--- config.mk ---
export PLATFORM = sky130hd
export DESIGN_NAME = multi_cycle_ctrl
export DESIGN_NICKNAME = d
export VERILOG_FILES = /design/src/rtl/multi_cycle_ctrl.sv
export SDC_FILE = /design/constraint.sdc
export NUM_CORES = 1
export LEC_CHECK = 0
export BUFFER_PORTS_ARGS = -buffer_cell sky130_fd_sc_hd__clkbuf_2
export CAP_MARGIN = 30
export CORE_UTILIZATION = 30
export DETAILED_ROUTE_END_ITERATION = 10
export PLACE_DENSITY_LB_ADDON = 0.1
export SYNTH_ARGS = -nofsm -noshare
export SYNTH_HDL_FRONTEND = slang
export SYNTH_SLANG_ARGS = --single-unit
export TNS_END_PERCENT = 30
--- constraint.sdc ---
create_clock -name clk -period 2.72 [get_ports clk]
set_input_delay 0.272 -clock clk [delete_from_list [all_inputs] [get_ports clk]]
set_output_delay 0.272 -clock clk [all_outputs]
set_load 0.01 [all_outputs]
--- src/rtl/multi_cycle_ctrl.sv ---
// Main sequencer of the multi-cycle core: fetch/decode/execute/memory/writeback
// with bus handshakes, commit pulse, retire counter and terminal HALT/TRAP.
module multi_cycle_ctrl #(
  parameter int TIMEOUT = 255,
  parameter int CNT_W   = 32
) (
  input  logic             clk,
  input  logic             rst,
  output logic             ifu_req,
  input  logic             ifu_ready,
  input  logic             ifu_rvalid,
  input  logic             ifu_err,
  output logic             inst_we,
  input  logic             decode_i_is_load,
  input  logic             decode_i_is_store,
  input  logic             decode_i_is_ebreak,
  input  logic             decode_i_illegal,
  output logic             lsu_req,
  input  logic             lsu_ready,
  input  logic             lsu_rvalid,
  input  logic             lsu_err,
  output logic             rf_we,
  output logic             commit,
  output logic             halt,
  output logic             trap,
  output logic [1:0]       trap_cause,
  output logic [CNT_W-1:0] retire_cnt,
  output logic [3:0]       state_o
);

  typedef enum logic [3:0] {
    S_IDLE     = 4'd0,
    S_FETCH    = 4'd1,
    S_WAIT_I   = 4'd2,
    S_DECODE   = 4'd3,
    S_EXEC     = 4'd4,
    S_MEM_REQ  = 4'd5,
    S_MEM_WAIT = 4'd6,
    S_WB       = 4'd7,
    S_HALT     = 4'd8,
    S_TRAP     = 4'd9
  } state_t;

  localparam logic [1:0] C_FETCH = 2'd1;
  localparam logic [1:0] C_ILL   = 2'd2;
  localparam logic [1:0] C_MEM   = 2'd3;

  state_t      state, state_nx;
  logic [1:0]  cause_q, cause_nx;
  logic [15:0] tmo_cnt;
  logic        tmo_hit;
  logic        mem_op, is_store;

  function automatic logic is_wait(input state_t s);
    return (s == S_FETCH) || (s == S_WAIT_I) || (s == S_MEM_REQ) || (s == S_MEM_WAIT);
  endfunction

  // tmo_cnt holds cycles already spent, so the current cycle is the TIMEOUT-th
  assign tmo_hit = (tmo_cnt == 16'(TIMEOUT - 1));

  always_comb begin
    state_nx = state;
    cause_nx = cause_q;
    case (state)
      S_IDLE:   state_nx = S_FETCH;
      S_FETCH: begin
        if (ifu_ready)    state_nx = S_WAIT_I;
        else if (tmo_hit) begin state_nx = S_TRAP; cause_nx = C_FETCH; end
      end
      S_WAIT_I: begin
        if (ifu_rvalid) begin
          if (ifu_err) begin state_nx = S_TRAP; cause_nx = C_FETCH; end
          else         state_nx = S_DECODE;
        end else if (tmo_hit) begin
          state_nx = S_TRAP; cause_nx = C_FETCH;
        end
      end
      S_DECODE: begin
        if (decode_i_illegal)        begin state_nx = S_TRAP; cause_nx = C_ILL; end
        else if (decode_i_is_ebreak) state_nx = S_HALT;
        else                         state_nx = S_EXEC;
      end
      S_EXEC:   state_nx = mem_op ? S_MEM_REQ : S_WB;
      S_MEM_REQ: begin
        if (lsu_ready)    state_nx = S_MEM_WAIT;
        else if (tmo_hit) begin state_nx = S_TRAP; cause_nx = C_MEM; end
      end
      S_MEM_WAIT: begin
        if (lsu_rvalid) begin
          if (lsu_err) begin state_nx = S_TRAP; cause_nx = C_MEM; end
          else         state_nx = S_WB;
        end else if (tmo_hit) begin
          state_nx = S_TRAP; cause_nx = C_MEM;
        end
      end
      S_WB:     state_nx = S_FETCH;
      S_HALT:   state_nx = S_HALT;
      S_TRAP:   state_nx = S_TRAP;
      default:  state_nx = S_IDLE;
    endcase
  end

  always_ff @(posedge clk or posedge rst) begin
    if (rst) begin
      state      <= S_IDLE;
      cause_q    <= 2'd0;
      tmo_cnt    <= 16'd0;
      mem_op     <= 1'b0;
      is_store   <= 1'b0;
      retire_cnt <= '0;
    end else begin
      state   <= state_nx;
      cause_q <= cause_nx;
      if (state_nx != state && is_wait(state_nx)) tmo_cnt <= 16'd0;
      else if (is_wait(state))                   tmo_cnt <= tmo_cnt + 16'd1;
      if (state == S_DECODE) begin
        mem_op   <= decode_i_is_load | decode_i_is_store;
        is_store <= decode_i_is_store;
      end
      if (state == S_WB) retire_cnt <= retire_cnt + CNT_W'(1);
    end
  end

  assign ifu_req    = (state == S_FETCH);
  assign inst_we    = (state == S_WAIT_I) && ifu_rvalid && !ifu_err;
  assign lsu_req    = (state == S_MEM_REQ);
  assign commit     = (state == S_WB);
  assign rf_we      = (state == S_WB) && !is_store;
  assign halt       = (state == S_HALT);
  assign trap       = (state == S_TRAP);
  assign trap_cause = cause_q;
  assign state_o    = state;

endmodule

==> out/qor.yml, run 1 <==
status: "complete, no violations"
vias: 2354
synth_fp_nets: 313
antenna_found_initial: 0
dieHeight_um: 101
cts_buffers: 5
startpoint: "tmo_cnt[0]"
grt_usage_pct: 14.7
worstMarginPinSlew_ns: 0.457
crit_path_cell_trace: "inv_1, ha_1, or4b_4, or4_4, buf_4, o41ai_1, o21ai_1, a221oi_4, clkbuf_16, nor2_1"
fillerInstances: 993
dr_wl_met2_mm: 3.24
grt_pass1_vias: 2363
place_congestion: 0.819
worstHoldPathType: "primary input to register"
seq_area_frac_synth_pct: 47.9
ys_async_sr_fraction_pct: 100
max_freq_ghz: 0.378
synth_top_family_by_area: "simple AND/OR/NAND/NOR gates"
met1_length_mm: 3.47
root_buffer: "clkbuf_8"
required_ns: 2.93
drive_above_1_share_pct: 26.3
design.die.area_sq_mm: 0.0102
gr-total-overflow: 0
n_antenna_cell: 0
cp_num_buf_inv: 3
synthCells: 298
r2r-start: "tmo_cnt[0]"
grt_max_degree: 23
maxSlewViolCount: 0
grt_pass1_wl_mm: 11.8
clockBufferDepth: 2
setup.worst_path.end: "tmo_cnt[7]"
areaGrowthSynthToFinish_pct: 24.3
synth_area_sq_mm: 0.00293
fp.dieW_um: 101
hold_viol: 0
wl_per_cell_um: 14.1
start_util_pct: 31.4
synth-xor-area-share_pct: 13.8
setup_viol: 0
ys_warn_count: 0
relSlewSlack_pct: 69.5
worst_ir_drop_vdd_mv: 0.272
place_ws_ns: 0.0753
synth_edf_count: 0
synthSimpleGateAreaFrac_pct: 23.4
dp_hpwl_mm: 5.07
yosys.cell_types.count: 48
place_area_sq_mm: 0.00345
pin_count: 57
coreArea_sq_mm: 0.00933
pwr_density_cell_mw_per_mm2: 717
synthAdderAreaFrac_pct: 1.28
layout_min_cycle_time_ns: 2.64
rsz0062_at_grt: "yes"
timing.hold.ws_ns: 0.177
crit_path_max_incr_delay_ns: 0.46
port_buffers: 56
synth_mux_area_share_pct: 2.22
drv_cap: 0
crit_family: "simple AND/OR/NAND/NOR gates"
timing.final.crit_share_pct: 97.2
dr.pass1.iters: 4
synth-seq-cells: 56
rows: 35
vias_per_cell: 4.73
critPathLaunchType: "register"
most-common-layout-cells: "clkbuf_2, dfrtp_1, nor2_1, xnor2_1, nand2_1"
clock_sinks: 56
ant_nets: 0
rr_worst_depth: 10
critPathSlowestCell: "or4b_4"
criticalPathCategory: "register to register"
postRouteWirelength_mm: 7.00
maxUsedRoutingLayer: "met4"
place_inst: 487
setup_ws_ns: 0.0752
fin_worst_skew_ns: 0.00568
route.met3.wl_um: 193
cts_tree: "done"
cp-end-kind: "register"
drtIter0Drc: 95
cp.depth: 10
fin_area_sq_mm: 0.00364
clk_pin_slew_ns: 0.10
synth_compound_area_share_pct: 8.72
clk_latency_ns: 0.31
cp.arrival_ns: 2.85
nNetsFinal: 383
postSynthAreaPerCell_sq_um: 9.82
cts_max_level: 2
leakagePower_nw: 1.73
cp_max_fo: 8
r2r_end: "tmo_cnt[7]"
final_util_pct: 39.0
r2r_setup_slack_ns: 0.08
drcViolationCount: 0
instances_no_fill: 498
synth-main-ff-cell: "dfrtp_1"
[power by group]
part | total [mW] | internal (mW) | switching [mW] | leakage, nW
registers | 1.01 | 0.909 | 0.0965 | 0.766
logic | 1.04 | 0.473 | 0.569 | 0.906
clock network | 0.559 | 0.279 | 0.280 | 0.0558
[layer usage]
layer  GRT usage [%]  up-vias
met4            5.57        0
met2            23.6       43
met5               0        -
li1                -     1176
met1            20.3     1127
met3            2.01        8
[metrics by stage]
stage	power, mW	TNS [ns]
2_1_floorplan	1.60	-0.180
3_3_place_gp	1.96	0
3_5_place_dp	1.95	0
4_1_cts	2.53	0
5_1_grt	2.80	-0.384
6_report	2.61	0
[synth_stat cells (4+ instances only)]
cell,n,area share [%]
dfrtp_1,56,48
nor2_1,37,4.7
xnor2_1,31,9.3
nand2_1,24,3.1
nand3_1,15,2.6
xor2_1,15,4.5
nand4_1,13,2.8
clkbuf_1,11,1.4
nor3_1,10,1.7
and3_1,8,1.7
and4_1,6,1.8
inv_1,6,0.77
nand2b_1,6,1.3
o21ai_0,6,1.0
a21oi_1,5,0.85
mux2_2,4,1.5
[kinds of logic after synthesis]
kind of cell	Yosys count
flops	56
buf+inv	19
fa+ha+maj	3
simple gates	134
compound gates	34
xor+xnor	46
mux	6
[worst min-delay path by stage]
stage	startpoint	to	slack, ns	cells past startpoint
6_report	decode_i_illegal	trap_cause[0]	0.18	2
5_1_grt	decode_i_illegal	trap_cause[0]	0.19	2
4_1_cts	decode_i_illegal	trap_cause[0]	0.17	2
3_5_place_dp	rst	retire_cnt[23]	0.28	2
3_3_place_gp	rst	retire_cnt[23]	0.28	2
2_1_floorplan	decode_i_illegal	trap_cause[0]	0.36	1
[timing repair]
action / in CTS / in global routing
setup endpoints to repair: 0 / 16
resized for setup: 0 / 7
hold buffers: 1 / 0
endpoints found under the hold margin: 18 / 0
buffers inserted: 0 / 1
[flip-flops by register name (all words and copies together) (netlist names)]
name	count
retire_cnt	32
mem_op	1
state_o	4
trap_cause	2
is_store	1
tmo_cnt	16
[cell type report]
cell class              count  area (sq um)  share of cell area (%)
clock buffers               6          72.6                    2.00
inverters                   6          22.5                   0.619
clock inverters             2          38.8                    1.07
flip-flops and latches     56          1400                    38.5
repair buffers             76           463                    12.7
multi-input cells         223          1480                    40.6
well taps                 129           161                    4.44
[worst register-to-register path, cell delays in order (launching register included)]
cell and delay (ns):
dfrtp_1 0.39, inv_1 0.06, ha_1 0.13, or4b_4 0.46, or4_4 0.43, buf_4 0.17
o41ai_1 0.06, o21ai_1 0.16, a221oi_4 0.42, clkbuf_16 0.23, nor2_1 0.05
No activity file was read; power rests on OpenSTA's default activity.
==> inputs of run 2 (changes only) <==
ABC_CLOCK_PERIOD_IN_PS = 2720   (was not set)
BUFFER_PORTS_ARGS = not set   (was -buffer_cell sky130_fd_sc_hd__clkbuf_2)
CAP_MARGIN = 10   (was 30)
DONT_BUFFER_PORTS = 1   (was not set)
==> run 2 against run 1 <==
  * Cell count is 10% lower
  * Sequential cell count unchanged
  * Register-to-register slack got worse by 0.04 ns
  * Clock power down 16%
  * Critical endpoint is now tmo_cnt[10]
  * Setup slack worse by 0.035 ns
  * Sequential share of layout area is 3.0 points higher
==> out/qor.yml, run 2 (synthesized netlist as in run 1, its figures left out) <==
vias: 2198  # was 2,354
drv_cap: 0  # unchanged
coreArea_sq_mm: 0.00933  # unchanged
final_common_cell: "dfrtp_1"
fin_area_sq_mm: 0.00337  # was 0.00364 sq mm
grt_pass1_vias: 2134  # was 2,363
most-common-layout-cells: "dfrtp_1, nor2_1, xnor2_1, nand2_1, buf_4"  # was clkbuf_2, dfrtp_1, nor2_1, xnor2_1, nand2_1
cp.arrival_ns: 2.88  # was 2.85 ns
antenna_found_initial: 0  # unchanged
instances_no_fill: 448  # was 498
clk_latency_ns: 0.31  # about the same
maxSlewViolCount: 0  # unchanged
ant_nets: 0  # unchanged
drive_above_1_share_pct: 14.1  # was 26.3%
dieHeight_um: 101  # unchanged
root_buffer: "clkbuf_8"  # unchanged
largest_reg_flops: 32  # unchanged
relSlewSlack_pct: 64.8  # was 69.5%
rows: 35  # unchanged
design.die.area_sq_mm: 0.0102  # unchanged
worstMarginPinSlew_ns: 0.528  # was 0.457 ns
layout_min_cycle_time_ns: 2.68  # was 2.64 ns
cts_max_level: 2  # unchanged
r2r_setup_slack_ns: 0.04  # was 0.08 ns
startpoint: "tmo_cnt[0]"  # unchanged
fin_worst_skew_ns: 0.00981  # was 0.00568 ns
max_freq_ghz: 0.373  # was 0.378 GHz
cp_max_fo: 8  # unchanged
r2r_end: "tmo_cnt[10]"  # was tmo_cnt[7]
pin_count: 57  # unchanged
vias_per_cell: 4.91  # was 4.73
grt_pass1_wl_mm: 10.9  # was 11.8 mm
hp-start: "decode_i_illegal"  # unchanged
timing.final.crit_share_pct: 98.5  # was 97.2%
rr_worst_depth: 9  # was 10
cp-end-kind: "register"  # unchanged
areaGrowthSynthToFinish_pct: 15.2  # was 24.3%
start_util_pct: 31.4  # unchanged
n_antenna_cell: 0  # unchanged
required_ns: 2.92  # was 2.93 ns
min_to: "trap_cause[0]"  # unchanged
clk_pin_slew_ns: 0.10  # about the same
drcViolationCount: 0  # unchanged
final_util_pct: 36.2  # was 39.0%
critPathLaunchType: "register"  # unchanged
dr.pass1.iters: 4  # unchanged
setup_viol: 0  # unchanged
gr-total-overflow: 0  # unchanged
grt_max_degree: 25  # was 23
place_congestion: 0.736  # was 0.819
leakagePower_nw: 1.49  # was 1.73 nW
status: "complete, no violations"  # unchanged
cts_buffers: 5  # unchanged
clock_sinks: 56  # unchanged
worst_ir_drop_vdd_mv: 0.315  # was 0.272 mV
worstHoldPathType: "primary input to register"  # unchanged
criticalPathCategory: "register to register"  # unchanged
port_buffers: 0  # was 56
nNetsFinal: 333  # was 383
r2r-start: "tmo_cnt[0]"  # unchanged
hold_depth: 1  # was 2
drtIter0Drc: 107  # was 95
postRouteWirelength_mm: 6.69  # was 7.00 mm
dp_hpwl_mm: 4.83  # was 5.07 mm
wl_per_cell_um: 14.9  # was 14.1 um
cts_tree: "done"  # unchanged
rsz0062_at_grt: "yes"  # unchanged
place_inst: 436  # was 487
regMostFlops: "retire_cnt"  # unchanged
place_area_sq_mm: 0.00321  # was 0.00345 sq mm
hold_viol: 0  # unchanged
pwr_density_cell_mw_per_mm2: 731  # was 717 mW/mm^2
clockBufferDepth: 2  # unchanged
fp.dieW_um: 101  # unchanged
grt_usage_pct: 13.8  # was 14.7%
## run 2: changes by cell type in the layout (fill, tap and decap cells not counted), sizes merged
cell	before	now
clkinvlp	0	1
inv	7	6
buf	18	24
clkbuf	63	7
bufinv	1	0
clkinv	0	1
## run 2: worst max path at each step
stage | endpoint | slack, ns
2_1_floorplan | tmo_cnt[0] | -0.02
3_3_place_gp | tmo_cnt[1] | 0.09
3_5_place_dp | tmo_cnt[1] | 0.06
4_1_cts | tmo_cnt[1] | 0.02
5_1_grt | tmo_cnt[10] | -0.05
6_report | tmo_cnt[10] | 0.04
## run 2: cell type report
class,count,area (sq um)
Clock buffer,6,72.6
Sequential cell,56,1400
Multi-Input combinational cell,223,1470
Inverter,6,22.5
Timing Repair Buffer,26,231
Fill cell,965,5960
Tap cell,129,161
Clock inverter,2,16.3
## run 2: metal layers
| metal | part of all wire [%] | GRT usage, % | vias up |
|---|---|---|---|
| li1 | - | - | 1083 |
| met1 | 49 | 19.7 | 1060 |
| met2 | 45 | 20.7 | 49 |
| met3 | 4.8 | 3.12 | 6 |
| met4 | 1.2 | 4.35 | 0 |
| met5 | 0 | 0 | - |
## run 2: critical path: stages, from the launching register on
cell and delay (ns):
dfrtp_1 0.39, inv_1 0.06, ha_1 0.14, or4b_4 0.47, or4_4 0.44, a21o_1 0.20, a211o_1 0.26, a221oi_4 0.35
clkbuf_16 0.23, nor2_1 0.05
## run 2: through the flow
step                worst slack, ns  setup TNS [ns]  power (mW)  hold WS, ns
global placement             0.0861               0        1.92        0.145
global route                -0.0541          -0.469        2.64       0.0158
floorplan                   -0.0187          -0.180        1.60        0.358
CTS                          0.0151               0        2.41       0.0218
finish                       0.0400               0        2.46       0.0358
detailed placement           0.0561               0        1.92        0.147
## run 2: report_power, final
group / internal (mW) / switching, mW
clock: 0.184 / 0.285
combinational: 0.450 / 0.525
sequential: 0.909 / 0.110
## run 2: what timing repair did
action	in CTS	in global routing
setup endpoints to repair	0	16
endpoints found under the hold margin	14	0
buffers inserted	0	2
hold buffers	1	0
gates resized for setup	0	6
==> inputs of run 3 (changes only) <==
ABC_CLOCK_PERIOD_IN_PS = 2800   (was 2720)
CELL_PAD_IN_SITES_DETAIL_PLACEMENT = 2   (was not set)
CELL_PAD_IN_SITES_GLOBAL_PLACEMENT = 2   (was not set)
clock period = 2.8 ns   (was 2.72 ns; I/O delays follow)
==> run 3 against run 2 <==
  * Routed wire length rose by 14%
  * Sequential power hardly changed
  * Combinational power down 11%
  * First-iteration DRC count is 51% lower
  * Via count rose by 2.7%
  * Sequential share of layout area increased by 0.66 points
  * Critical path depth is the same
  * Design area down 1.6%
  * Setup slack improved by 0.091 ns
  * Critical path type unchanged
==> out/qor.yml, run 3 (synthesized netlist as in run 1, its figures left out) <==
status: "complete, no violations"  # unchanged
max_freq_ghz: 0.375  # was 0.373 GHz
antenna_found_initial: 0  # unchanged
dp_hpwl_mm: 5.78  # was 4.83 mm
gr-total-overflow: 0  # unchanged
clk_latency_ns: 0.31  # about the same
relSlewSlack_pct: 58.1  # was 64.8%
cts_max_level: 2  # unchanged
drv_cap: 0  # unchanged
fp.dieW_um: 101  # unchanged
root_buffer: "clkbuf_8"  # unchanged
worstHoldPathType: "primary input to register"  # unchanged
grt_pass1_vias: 2439  # was 2,134
design.die.area_sq_mm: 0.0102  # unchanged
regMostFlops: "retire_cnt"  # unchanged
port_buffers: 0  # unchanged
rsz0062_at_grt: "no"  # was yes
cp.arrival_ns: 2.87  # was 2.88 ns
most-common-layout-cells: "dfrtp_1, nor2_1, xnor2_1, nand2_1, buf_4"  # unchanged
clockBufferDepth: 2  # unchanged
grt_usage_pct: 16.2  # was 13.8%
areaGrowthSynthToFinish_pct: 13.4  # was 15.2%
worstMarginPinSlew_ns: 0.628  # was 0.528 ns
drtIter0Drc: 52  # was 107
maxSlewViolCount: 0  # unchanged
postRouteWirelength_mm: 7.63  # was 6.69 mm
cts_tree: "done"  # unchanged
wl_per_cell_um: 17.2  # was 14.9 um
rr_worst_depth: 9  # unchanged
cp_max_fo: 16  # was 8
start_util_pct: 31.4  # unchanged
layout_min_cycle_time_ns: 2.67  # was 2.68 ns
grt_max_degree: 29  # was 25
instances_no_fill: 444  # was 448
vias: 2257  # was 2,198
coreArea_sq_mm: 0.00933  # unchanged
critPathLaunchType: "register"  # unchanged
drcViolationCount: 0  # unchanged
clk_pin_slew_ns: 0.10  # about the same
ant_nets: 0  # unchanged
timing.hold.ws_ns: 0.0466  # was 0.0358 ns
drive_above_1_share_pct: 12.7  # was 14.1%
n_antenna_cell: 0  # unchanged
final_common_cell: "dfrtp_1"  # unchanged
setup_tns_ns: 0  # unchanged
worst_ir_drop_vdd_mv: 0.222  # was 0.315 mV
timing.final.crit_share_pct: 95.3  # was 98.5%
pin_count: 57  # unchanged
dieHeight_um: 101  # unchanged
leakagePower_nw: 1.46  # was 1.49 nW
place_congestion: 0.731  # was 0.736
required_ns: 3.00  # was 2.92 ns
hold_depth: 1  # unchanged
criticalPathCategory: "register to register"  # unchanged
hold_viol: 0  # unchanged
cts_buffers: 5  # unchanged
cp-end-kind: "register"  # unchanged
largest_reg_flops: 32  # unchanged
fin_worst_skew_ns: 0.00728  # was 0.00981 ns
grt_pass1_wl_mm: 12.8  # was 10.9 mm
rows: 35  # unchanged
clock_sinks: 56  # unchanged
dr.pass1.iters: 4  # unchanged
vias_per_cell: 5.08  # was 4.91
place_inst: 435  # was 436
nNetsFinal: 329  # was 333
pwr_density_cell_mw_per_mm2: 705  # was 731 mW/mm^2
setup_viol: 0  # unchanged
-- run 3: changes by cell type in the layout (fill, tap and decap cells not counted), sizes merged --
cell      before  now
clkbuf         7    6
clkinv         1    0
clkinvlp       1    2
buf           24   21
-- run 3: power breakdown --
| part | switching [mW] | total (mW) | leakage [nW] | internal [mW] |
|---|---|---|---|---|
| registers | 0.108 | 0.991 | 0.766 | 0.883 |
| logic | 0.512 | 0.872 | 0.653 | 0.360 |
| clock network | 0.277 | 0.478 | 0.0434 | 0.201 |
-- run 3: what timing repair did --
item | 4_1_cts | 5_1_grt
buffers inserted | 0 | 0
resized for setup | 0 | 2
hold endpoints to repair | 26 | 0
endpoints found under the setup margin | 0 | 16
hold buffers | 1 | 0
-- run 3: worst paths after layout --
path                                  end             start  slack [ns]
min reg2reg                      is_store          is_store        0.53
max reg2reg                    tmo_cnt[1]        tmo_cnt[0]        0.13
max                            tmo_cnt[1]        tmo_cnt[0]        0.13
min in group asynchronous  retire_cnt[25]               rst        0.50
max in group asynchronous  retire_cnt[23]               rst        1.59
min                         trap_cause[0]  decode_i_illegal        0.05
-- run 3: final cells by class --
| class | instances | area, sq um |
|---|---|---|
| clock buffer | 6 | 82.6 |
| fill | 1046 | 6010 |
| timing repair buffer | 22 | 180 |
| clock inverter | 2 | 15.0 |
| sequential | 56 | 1400 |
| inverter | 6 | 22.5 |
| multi-input combinational | 223 | 1460 |
| tap | 129 | 161 |
-- run 3: worst max-delay path, stage by stage, from the launching register on --
cell,delay [ns]
dfrtp_1,0.39
inv_1,0.06
ha_1,0.13
or4b_1,0.47
or4_4,0.47
a21o_1,0.21
a211o_1,0.31
a221oi_4,0.29
buf_12,0.18
a211oi_1,0.05
-- run 3: per-layer routing --
metal  vias up  global-route usage, %  share of wire [%]
li1       1074                      -                  -
met1      1139                   22.9                 49
met2        39                   25.8                 46
met3         5                   2.98                3.5
met4         0                   3.34               0.60
met5         -                      0                  0
-- run 3: stage by stage --
step	setup slack [ns]	total power, mW	utilization, %	cell area [sq um]
floorplan	0.0613	1.55	-	2930
global placement	0.158	1.88	34.3	3200
detailed placement	0.104	1.88	34.3	3200
CTS	0.0742	2.37	35.5	3310
global route	0.0208	2.51	35.6	3320
finish	0.131	2.34	35.6	3320
